**src/rtl/qtable_best_hop_reader_if.sv**
```systemverilog
// Request/result and memory-port bundle for the best-hop reader.
// slave: the reader itself. master: the requester plus the memory-side driver.
interface qtable_best_hop_reader_if #(
    parameter int unsigned WORD_WIDTH = 16,
    parameter int unsigned ADDR_WIDTH = 11
);
    logic                  en;
    logic [4:0]            neighbor_count;
    logic [ADDR_WIDTH-1:0] address;
    logic                  wr_en;
    logic [WORD_WIDTH-1:0] data_in;
    logic                  busy;
    logic                  done;
    logic                  found;
    logic [WORD_WIDTH-1:0] best_id;
    logic [WORD_WIDTH-1:0] best_energy;
    logic [WORD_WIDTH-1:0] best_q;
    logic [WORD_WIDTH-1:0] best_cluster;

    modport master (
        output en, neighbor_count, data_in,
        input  address, wr_en, busy, done, found,
        input  best_id, best_energy, best_q, best_cluster
    );

    modport slave (
        input  en, neighbor_count, data_in,
        output address, wr_en, busy, done, found,
        output best_id, best_energy, best_q, best_cluster
    );
endinterface

```
**src/rtl/qtable_best_hop_reader.sv**
```systemverilog
// Scans the neighbor Q-table for the highest Q-value, then fetches that
// neighbor's ID, energy and cluster fields. Read-only on the shared memory.
module qtable_best_hop_reader #(
    parameter int unsigned           WORD_WIDTH    = 16,
    parameter int unsigned           ADDR_WIDTH    = 11,
    parameter logic [ADDR_WIDTH-1:0] TABLE_BASE    = 11'h100,
    parameter int unsigned           MAX_NEIGHBORS = 16
) (
    input logic                     clock,
    input logic                     nrst,
    qtable_best_hop_reader_if.slave bus
);

    localparam logic [4:0] MAX_CNT = 5'(MAX_NEIGHBORS);

    typedef enum logic [3:0] {
        StIdle, StQAddr, StQData, StIdAddr, StIdData,
        StEnAddr, StEnData, StClAddr, StClData, StDone
    } state_e;

    state_e                state_q, state_d;
    logic [4:0]            i_q, i_d;
    logic [4:0]            cnt_q, cnt_d;
    logic [4:0]            best_idx_q, best_idx_d;
    logic [WORD_WIDTH-1:0] best_qval_q, best_qval_d;
    logic [WORD_WIDTH-1:0] best_id_q, best_id_d;
    logic [WORD_WIDTH-1:0] best_energy_q, best_energy_d;
    logic [WORD_WIDTH-1:0] best_cluster_q, best_cluster_d;
    logic                  found_q, found_d;
    logic [ADDR_WIDTH-1:0] addr;
    logic [ADDR_WIDTH-1:0] q_addr;
    logic [ADDR_WIDTH-1:0] fetch_base;

    assign q_addr     = TABLE_BASE + (ADDR_WIDTH'(i_q) << 2) + ADDR_WIDTH'(2);
    assign fetch_base = TABLE_BASE + (ADDR_WIDTH'(best_idx_q) << 2);

    // Next-state, datapath updates and memory address.
    always_comb begin
        state_d        = state_q;
        i_d            = i_q;
        cnt_d          = cnt_q;
        best_idx_d     = best_idx_q;
        best_qval_d    = best_qval_q;
        best_id_d      = best_id_q;
        best_energy_d  = best_energy_q;
        best_cluster_d = best_cluster_q;
        found_d        = found_q;
        addr           = '0;
        unique case (state_q)
            StIdle: begin
                if (bus.en) begin
                    cnt_d       = (bus.neighbor_count > MAX_CNT) ? MAX_CNT : bus.neighbor_count;
                    i_d         = '0;
                    best_idx_d  = '0;
                    best_qval_d = '0;
                    found_d     = 1'b0;
                    state_d     = (cnt_d == '0) ? StDone : StQAddr;
                end
            end
            StQAddr: begin
                addr    = q_addr;
                state_d = StQData;
            end
            StQData: begin
                // Strictly greater keeps the lowest index on ties.
                if (i_q == '0 || bus.data_in > best_qval_q) begin
                    best_qval_d = bus.data_in;
                    best_idx_d  = i_q;
                end
                i_d     = i_q + 5'd1;
                state_d = (i_d == cnt_q) ? StIdAddr : StQAddr;
            end
            StIdAddr: begin
                addr    = fetch_base;
                state_d = StIdData;
            end
            StIdData: begin
                best_id_d = bus.data_in;
                state_d   = StEnAddr;
            end
            StEnAddr: begin
                addr    = fetch_base + ADDR_WIDTH'(1);
                state_d = StEnData;
            end
            StEnData: begin
                best_energy_d = bus.data_in;
                state_d       = StClAddr;
            end
            StClAddr: begin
                addr    = fetch_base + ADDR_WIDTH'(3);
                state_d = StClData;
            end
            StClData: begin
                best_cluster_d = bus.data_in;
                found_d        = 1'b1;
                state_d        = StDone;
            end
            StDone: begin
                state_d = StIdle;
            end
            default: begin
                state_d = StIdle;
            end
        endcase
    end

    // State and datapath registers.
    always_ff @(posedge clock or negedge nrst) begin
        if (!nrst) begin
            state_q        <= StIdle;
            i_q            <= '0;
            cnt_q          <= '0;
            best_idx_q     <= '0;
            best_qval_q    <= '0;
            best_id_q      <= '0;
            best_energy_q  <= '0;
            best_cluster_q <= '0;
            found_q        <= 1'b0;
        end else begin
            state_q        <= state_d;
            i_q            <= i_d;
            cnt_q          <= cnt_d;
            best_idx_q     <= best_idx_d;
            best_qval_q    <= best_qval_d;
            best_id_q      <= best_id_d;
            best_energy_q  <= best_energy_d;
            best_cluster_q <= best_cluster_d;
            found_q        <= found_d;
        end
    end

    assign bus.address      = addr;
    assign bus.wr_en        = 1'b0;
    assign bus.busy         = (state_q != StIdle) && (state_q != StDone);
    assign bus.done         = (state_q == StDone);
    assign bus.found        = found_q;
    assign bus.best_id      = best_id_q;
    assign bus.best_energy  = best_energy_q;
    assign bus.best_q       = best_qval_q;
    assign bus.best_cluster = best_cluster_q;

endmodule

```
**src/flat_wrapper.sv**
```systemverilog
// flat-port wrapper written by rule: the top's interface ports become plain ports
module qtable_best_hop_reader_flat 
#(
    parameter int unsigned           WORD_WIDTH    = 16,
    parameter int unsigned           ADDR_WIDTH    = 11,
    parameter logic [ADDR_WIDTH-1:0] TABLE_BASE    = 11'h100,
    parameter int unsigned           MAX_NEIGHBORS = 16
)
  (clock, nrst, bus_en, bus_neighbor_count, bus_data_in, bus_address, bus_wr_en, bus_busy, bus_done, bus_found, bus_best_id, bus_best_energy, bus_best_q, bus_best_cluster);
  qtable_best_hop_reader_if #(.WORD_WIDTH(WORD_WIDTH), .ADDR_WIDTH(ADDR_WIDTH)) bus_i ();
  input logic clock;
  input logic nrst;
  input wire logic [$bits(bus_i.en)-1:0] bus_en;
  input wire logic [$bits(bus_i.neighbor_count)-1:0] bus_neighbor_count;
  input wire logic [$bits(bus_i.data_in)-1:0] bus_data_in;
  output wire logic [$bits(bus_i.address)-1:0] bus_address;
  output wire logic [$bits(bus_i.wr_en)-1:0] bus_wr_en;
  output wire logic [$bits(bus_i.busy)-1:0] bus_busy;
  output wire logic [$bits(bus_i.done)-1:0] bus_done;
  output wire logic [$bits(bus_i.found)-1:0] bus_found;
  output wire logic [$bits(bus_i.best_id)-1:0] bus_best_id;
  output wire logic [$bits(bus_i.best_energy)-1:0] bus_best_energy;
  output wire logic [$bits(bus_i.best_q)-1:0] bus_best_q;
  output wire logic [$bits(bus_i.best_cluster)-1:0] bus_best_cluster;
  assign bus_i.en = bus_en;
  assign bus_i.neighbor_count = bus_neighbor_count;
  assign bus_i.data_in = bus_data_in;
  assign bus_address = bus_i.address;
  assign bus_wr_en = bus_i.wr_en;
  assign bus_busy = bus_i.busy;
  assign bus_done = bus_i.done;
  assign bus_found = bus_i.found;
  assign bus_best_id = bus_i.best_id;
  assign bus_best_energy = bus_i.best_energy;
  assign bus_best_q = bus_i.best_q;
  assign bus_best_cluster = bus_i.best_cluster;
  qtable_best_hop_reader #(.WORD_WIDTH(WORD_WIDTH), .ADDR_WIDTH(ADDR_WIDTH), .TABLE_BASE(TABLE_BASE), .MAX_NEIGHBORS(MAX_NEIGHBORS)) u_core (.clock(clock), .nrst(nrst), .bus(bus_i));
endmodule
```
**config.mk**
```make
export PLATFORM = sky130hd
export DESIGN_NAME = qtable_best_hop_reader_flat
export DESIGN_NICKNAME = d
export VERILOG_FILES = /design/src/rtl/qtable_best_hop_reader_if.sv /design/src/rtl/qtable_best_hop_reader.sv /design/src/flat_wrapper.sv
export SDC_FILE = /design/constraint.sdc
export NUM_CORES = 1
export LEC_CHECK = 0
export CORE_MARGIN = 5
export CORE_UTILIZATION = 47
export CTS_CLUSTER_SIZE = 12
export DETAILED_ROUTE_END_ITERATION = 12
export PLACE_DENSITY = 0.84
export SKIP_CTS_REPAIR_TIMING = 1
export SYNTH_ARGS = -nofsm -noshare
export SYNTH_HDL_FRONTEND = slang
export SYNTH_SLANG_ARGS = --single-unit
```
**constraint.sdc**
```tcl
create_clock -name clock -period 2.7 [get_ports clock]
set_input_delay 0.27 -clock clock [delete_from_list [all_inputs] [get_ports clock]]
set_output_delay 0.27 -clock clock [all_outputs]
set_load 0.005 [all_outputs]
```
Yosys cells after proc, flatten, opt, wreduce, memory -nomap -nowiden
Cells that the tools add are included.

storage, ports and cells
  register bits after elaboration = 84
  bits of input ports = 24
  output and inout port bits = 79

cells by class
  equal/unequal tests = 13
  reduce and logical (&&, ||, !) cells = 12
  add/subtract/negate cells = 6
  magnitude comparators = 2
  muxes and demuxes = 15

operators by type and width
  operator                                                          count
  11-bit case mux with 4 select lines                               1
  4-bit case mux with 9 select lines                                1
  16-bit 2-to-1 mux                                                 2
  16-bit case mux with 2 select lines                               1
  11-bit by 2-bit adder with 11-bit output (second input constant)  2
  9-bit by 7-bit adder with 10-bit output (first input constant)    2
  5-bit case mux with 2 select lines                                2
  4-bit by 3-bit == test with 1-bit output (second input constant)  4
  16-bit > comparator                                               1
  5-bit 2-to-1 mux                                                  3
  11-bit by 1-bit adder with 11-bit output (second input constant)  1
  5-bit zero test                                                   2
  4-bit by 2-bit == test with 1-bit output (second input constant)  2
  4-bit == test (second input constant)                             2
  4-bit 2-to-1 mux                                                  2
  2-bit AND reduction                                               3
  5-bit by 1-bit adder with 5-bit output (second input constant)    1
  5-bit == test                                                     1
  5-bit > comparator (second input constant)                        1
  4-bit by 1-bit == test with 1-bit output (second input constant)  1
  4-bit zero test                                                   1
  4-bit inequality test (second input constant)                     1
  2-bit nonzero test                                                2
  4-bit nonzero test                                                1
  8 further kinds                                                   8

Longest topological paths before layout
  depth after elaboration = 6
  gate-level depth with buffers = 10

Worst setup path before layout
Ideal clock, no wire load.

  path type = reg-to-reg
  from = register u_core.best_qval_q[15], in the netlist u_core.bus.best_q[15]
  to = register u_core.best_qval_q[0], in the netlist u_core.bus.best_q[0]
  cell stages (with the launch flop) = 11
  path slack = 0.352 ns
  clock period less this slack = 2.348 ns
  required time = 2.579 ns
  arrival time = 2.227 ns
  cells stage by stage = dfrtp_1 > inv_1 > ha_1 > nand4_2 > nor3_1 > a2111o_1 > o31a_1 > o21a_1 > buf_6 > buf_6 > a22o_1

between the ends
  cells in the longest elaborated chain, start to end = 4

RTL lines
  what                                                               line                           source
  start, declared                                                    qtable_best_hop_reader.sv:25   logic [WORD_WIDTH-1:0] best_qval_q, best_qval_d;
  start signal, assigned                                             qtable_best_hop_reader.sv:124  best_qval_q <= best_qval_d;
  16-bit > comparator                                                qtable_best_hop_reader.sv:66   if (i_q == '0 || bus.data_in > best_qval_q) begin
  1-bit logical OR                                                   qtable_best_hop_reader.sv:66
  2-bit by 1-bit inequality test with 1-bit output (no source line)  --
  3-bit AND reduction (no source line)                               --

No other way between the ends.
A chain may end at the register's enable or synchronous reset.

Final worst setup path
  from = register u_core.best_qval_q[7], in the netlist u_core.bus.best_q[7]
  to = register u_core.best_qval_q[10], in the netlist u_core.bus.best_q[10]

Same word-level chain as after synthesis.

==> impl_metrics.py <==
metrics = {
    "critical_path": {
        "worstPathRequired_ns": 2.92,
        "crit_path_start_kind": "register",
        "end_kind": "register",
        "cp-endpoint": "u_core.bus.best_q[10]",
        "cp-startpoint": "u_core.bus.best_q[7]",
        "r2r_slack_ns": 0.08,
        "critPathMaxFanout": 5,
        "rr_worst_depth": 10,
        "rr_endpoint": "u_core.bus.best_q[10]",
        "arrival_ns": 2.84,
        "reg2reg_from": "u_core.bus.best_q[7]",
        "critPathKind": "register to register",
    },
    "detailed_routing": {
        "drcViolationCount": 0,
        "routed_wl_um": 9990,
        "drt_iter0_drc": 219,
        "firstDrtPassIters": 4,
        "wl_per_cell_um": 17.9,
        "viasPerCell": 5.40,
        "vias": 3016,
        "drt.antenna.violating_nets": 0,
    },
    "placed_design": {
        "portBuffers": 98,
        "gp_congestion": 0.873,
        "dpl-instance-area_um2": 5190,
        "dp_hpwl_um": 7150,
    },
    "global_routing": {
        "grt_start_max_net_pins": 85,
        "antenna_found_initial": 0,
        "grt_overflow": 0,
        "grt_pass1_wl_um": 16100,
        "grt_usage_pct": 20.2,
        "grt_pass1_vias": 3022,
    },
    "cells_and_area": {
        "antennaDiodeCount": 0,
        "regArea_um2": 2100,
        "layout.nets": 491,
        "fillCellCount": 609,
        "design_area_um2": 5480,
        "multi_input_area_um2": 1750,
        "layout-drive-gt1-share_pct": 24.7,
        "area_growth_pct": 40.3,
    },
    "synth": {
        "ys_seq_elements": 84,
        "syn-mean-instance-area_um2": 12.1,
        "synth_edf_count": 0,
        "synthArstFlopShare_pct": 100,
        "yosysWarnings": 0,
        "synth_area_leaders": "dfrtp_1 (54%), mux2_2 (14%), ha_1 (5.8%)",
        "netlist_top_cells_count": "dfrtp_1 (84), mux2_2 (50), nand2_1 (29)",
        "synth.distinct_cells": 43,
        "synthFlopType": "dfrtp_1",
        "yosysMostFrequentCell": "dfrtp_1",
        "netlist_area_um2": 3900,
        "yosys.area.top_type": "dfrtp_1",
        "synth_cells": 322,
        "synth_top_area_share_pct": 53.8,
        "ys_seq_area_share_pct": 53.8,
    },
    "cts": {
        "root_buffer": "clkbuf_8",
        "htreeDepth": 3,
        "cts_inserted_buffers": 9,
        "cts.sink_count": 84,
        "worst_skew_pair.late_latency_ns": 0.35,
        "clk_pin_slew_worst_paths_ns": 0.08,
        "cts_buffer_depth": 2,
        "cts_tree": "yes",
    },
    "sta": {
        "fin_tns_setup_ns": 0,
        "relSlewSlack_pct": 28.4,
        "setup_viol": 0,
        "finalCritPeriodShare_pct": 97.0,
        "fmax_mhz": 382,
        "maxSlewViolCount": 0,
        "fin_skew_ns": 0.0122,
        "hold_viol_final": 0,
        "worstMarginPinSlew_ns": 1.06,
        "finalCriticalPeriod_ns": 2.62,
    },
    "job": {
        "drv_cap": 0,
    },
    "pwr": {
        "clkPwrFrac_pct": 13.1,
        "switching_power_w": 0.00202,
        "pwr-share-seq_pct": 37.8,
        "combPwrFrac_pct": 49.1,
        "intPower_w": 0.00392,
        "p_total_w": 0.00594,
        "leakagePower_nw": 2.39,
        "p_sw_share_pct": 34.0,
        "p_per_area_nw_per_um2": 1080,
        "max-vdd-ir-drop_v": 0.000532,
    },
    "floorplan": {
        "die_area_um2": 10200,
        "initial_core_util_pct": 47.8,
        "num_rows": 33,
        "core-area_um2": 8180,
        "ios": 103,
        "fp.dieW_um": 101,
        "fp.dieH_um": 101,
    },
    "worst_hold_path": {
        "hold_path_class": "primary input to asynchronous set/reset pin",
    },
    "status": {
        "outcome": "finished clean",
    },
}
-- power by group through the flow --
stage	Combinational (W)	Sequential, W	Clock (W)
after global placement	0.00269	0.00223	0
final	0.00291	0.00224	0.000780
after floorplan	0.00136	0.00214	0
after global routing	0.00316	0.00233	0.000857
after CTS	0.00279	0.00224	0.000795
after detailed placement	0.00277	0.00226	0
-- placed cells by master (no fill, tap or decap), types with 4 or more instances in the layout --
master	synthesis	layout
nor2_1	5	4
nand2b_1	5	5
conb_1	1	4
buf_4	5	32
clkbuf_8	0	10
inv_1	20	20
nand3_1	7	7
clkbuf_1	9	4
a22o_1	18	18
a21oi_1	12	9
ha_1	18	15
xor2_1	5	5
nand2_1	29	29
dfrtp_1	84	84
clkdlybuf4s50_1	0	97
o21ai_0	10	10
mux2_2	50	50
xnor2_1	4	4
-- critical path: stages (launching register included) --
cell,delay [ns]
dfrtp_1,0.39
inv_1,0.06
ha_1,0.30
a21oi_1,0.14
o21ai_0,0.10
a2111o_1,0.37
o31a_1,0.37
buf_4,0.18
o21a_1,0.20
buf_4,0.17
a22o_1,0.23
-- worst min path at each step --
stage / end / slack, ns / depth (start not counted)
floorplan: u_core.best_idx_q[0] / -0.03 / 0
global placement: u_core.bus.found / 0.47 / 1
detailed placement: u_core.best_idx_q[2] / 0.49 / 1
CTS: u_core.bus.best_id[2] / 0.14 / 1
global route: u_core.bus.best_id[2] / 0.21 / 1
finish: u_core.bus.best_id[2] / 0.12 / 1
-- cell families after synthesis --
logic type               after synthesis  share of synthesized area, %
adder cells (fa/ha/maj)               18                          5.77
other                                  1                        0.0960
flip-flops                            84                          53.8
multiplexers                          50                          14.4
buffers and inverters                 40                          4.84
AND/OR/NAND/NOR                       65                          8.84
XOR/XNOR                               9                          2.02
AO/OA/AOI/OAI                         55                          10.2
-- through the flow --
step                worst slack, ns  utilization, %  hold slack, ns  instances
floorplan                     0.352               -         -0.0256        325
global placement             -0.262            63.5           0.473        537
detailed placement           -0.331            63.5           0.489        537
CTS                         -0.0270            65.5           0.141        553
global route                -0.0465            67.0           0.206        559
finish                       0.0798            67.0           0.118        559
-- metal layers --
metal  wire length (um)  GRT usage [%]
met4                127           6.85
met2               5050           32.6
met1               4210           27.1
met3                607           4.34
met5                  0              0
-- state kept, by name, summed over array words and instances, names as in the netlist --
signal / flops
u_core.bus.best_cluster: 16
u_core.bus.best_energy: 16
u_core.bus.best_id: 16
u_core.bus.best_q: 16
u_core.best_idx_q: 5
u_core.cnt_q: 5
u_core.i_q: 5
u_core.state_q: 4
u_core.bus.found: 1
-- area by class of cell --
type | instances | area share (%)
repair buffers | 132 | 23.0
multi-input cells | 202 | 31.9
clock inverters | 2 | 0.183
inverters | 20 | 1.37
clock buffers | 14 | 2.79
well taps | 105 | 2.40
flip-flops and latches | 84 | 38.4
Power figures use the tool's default switching activity.
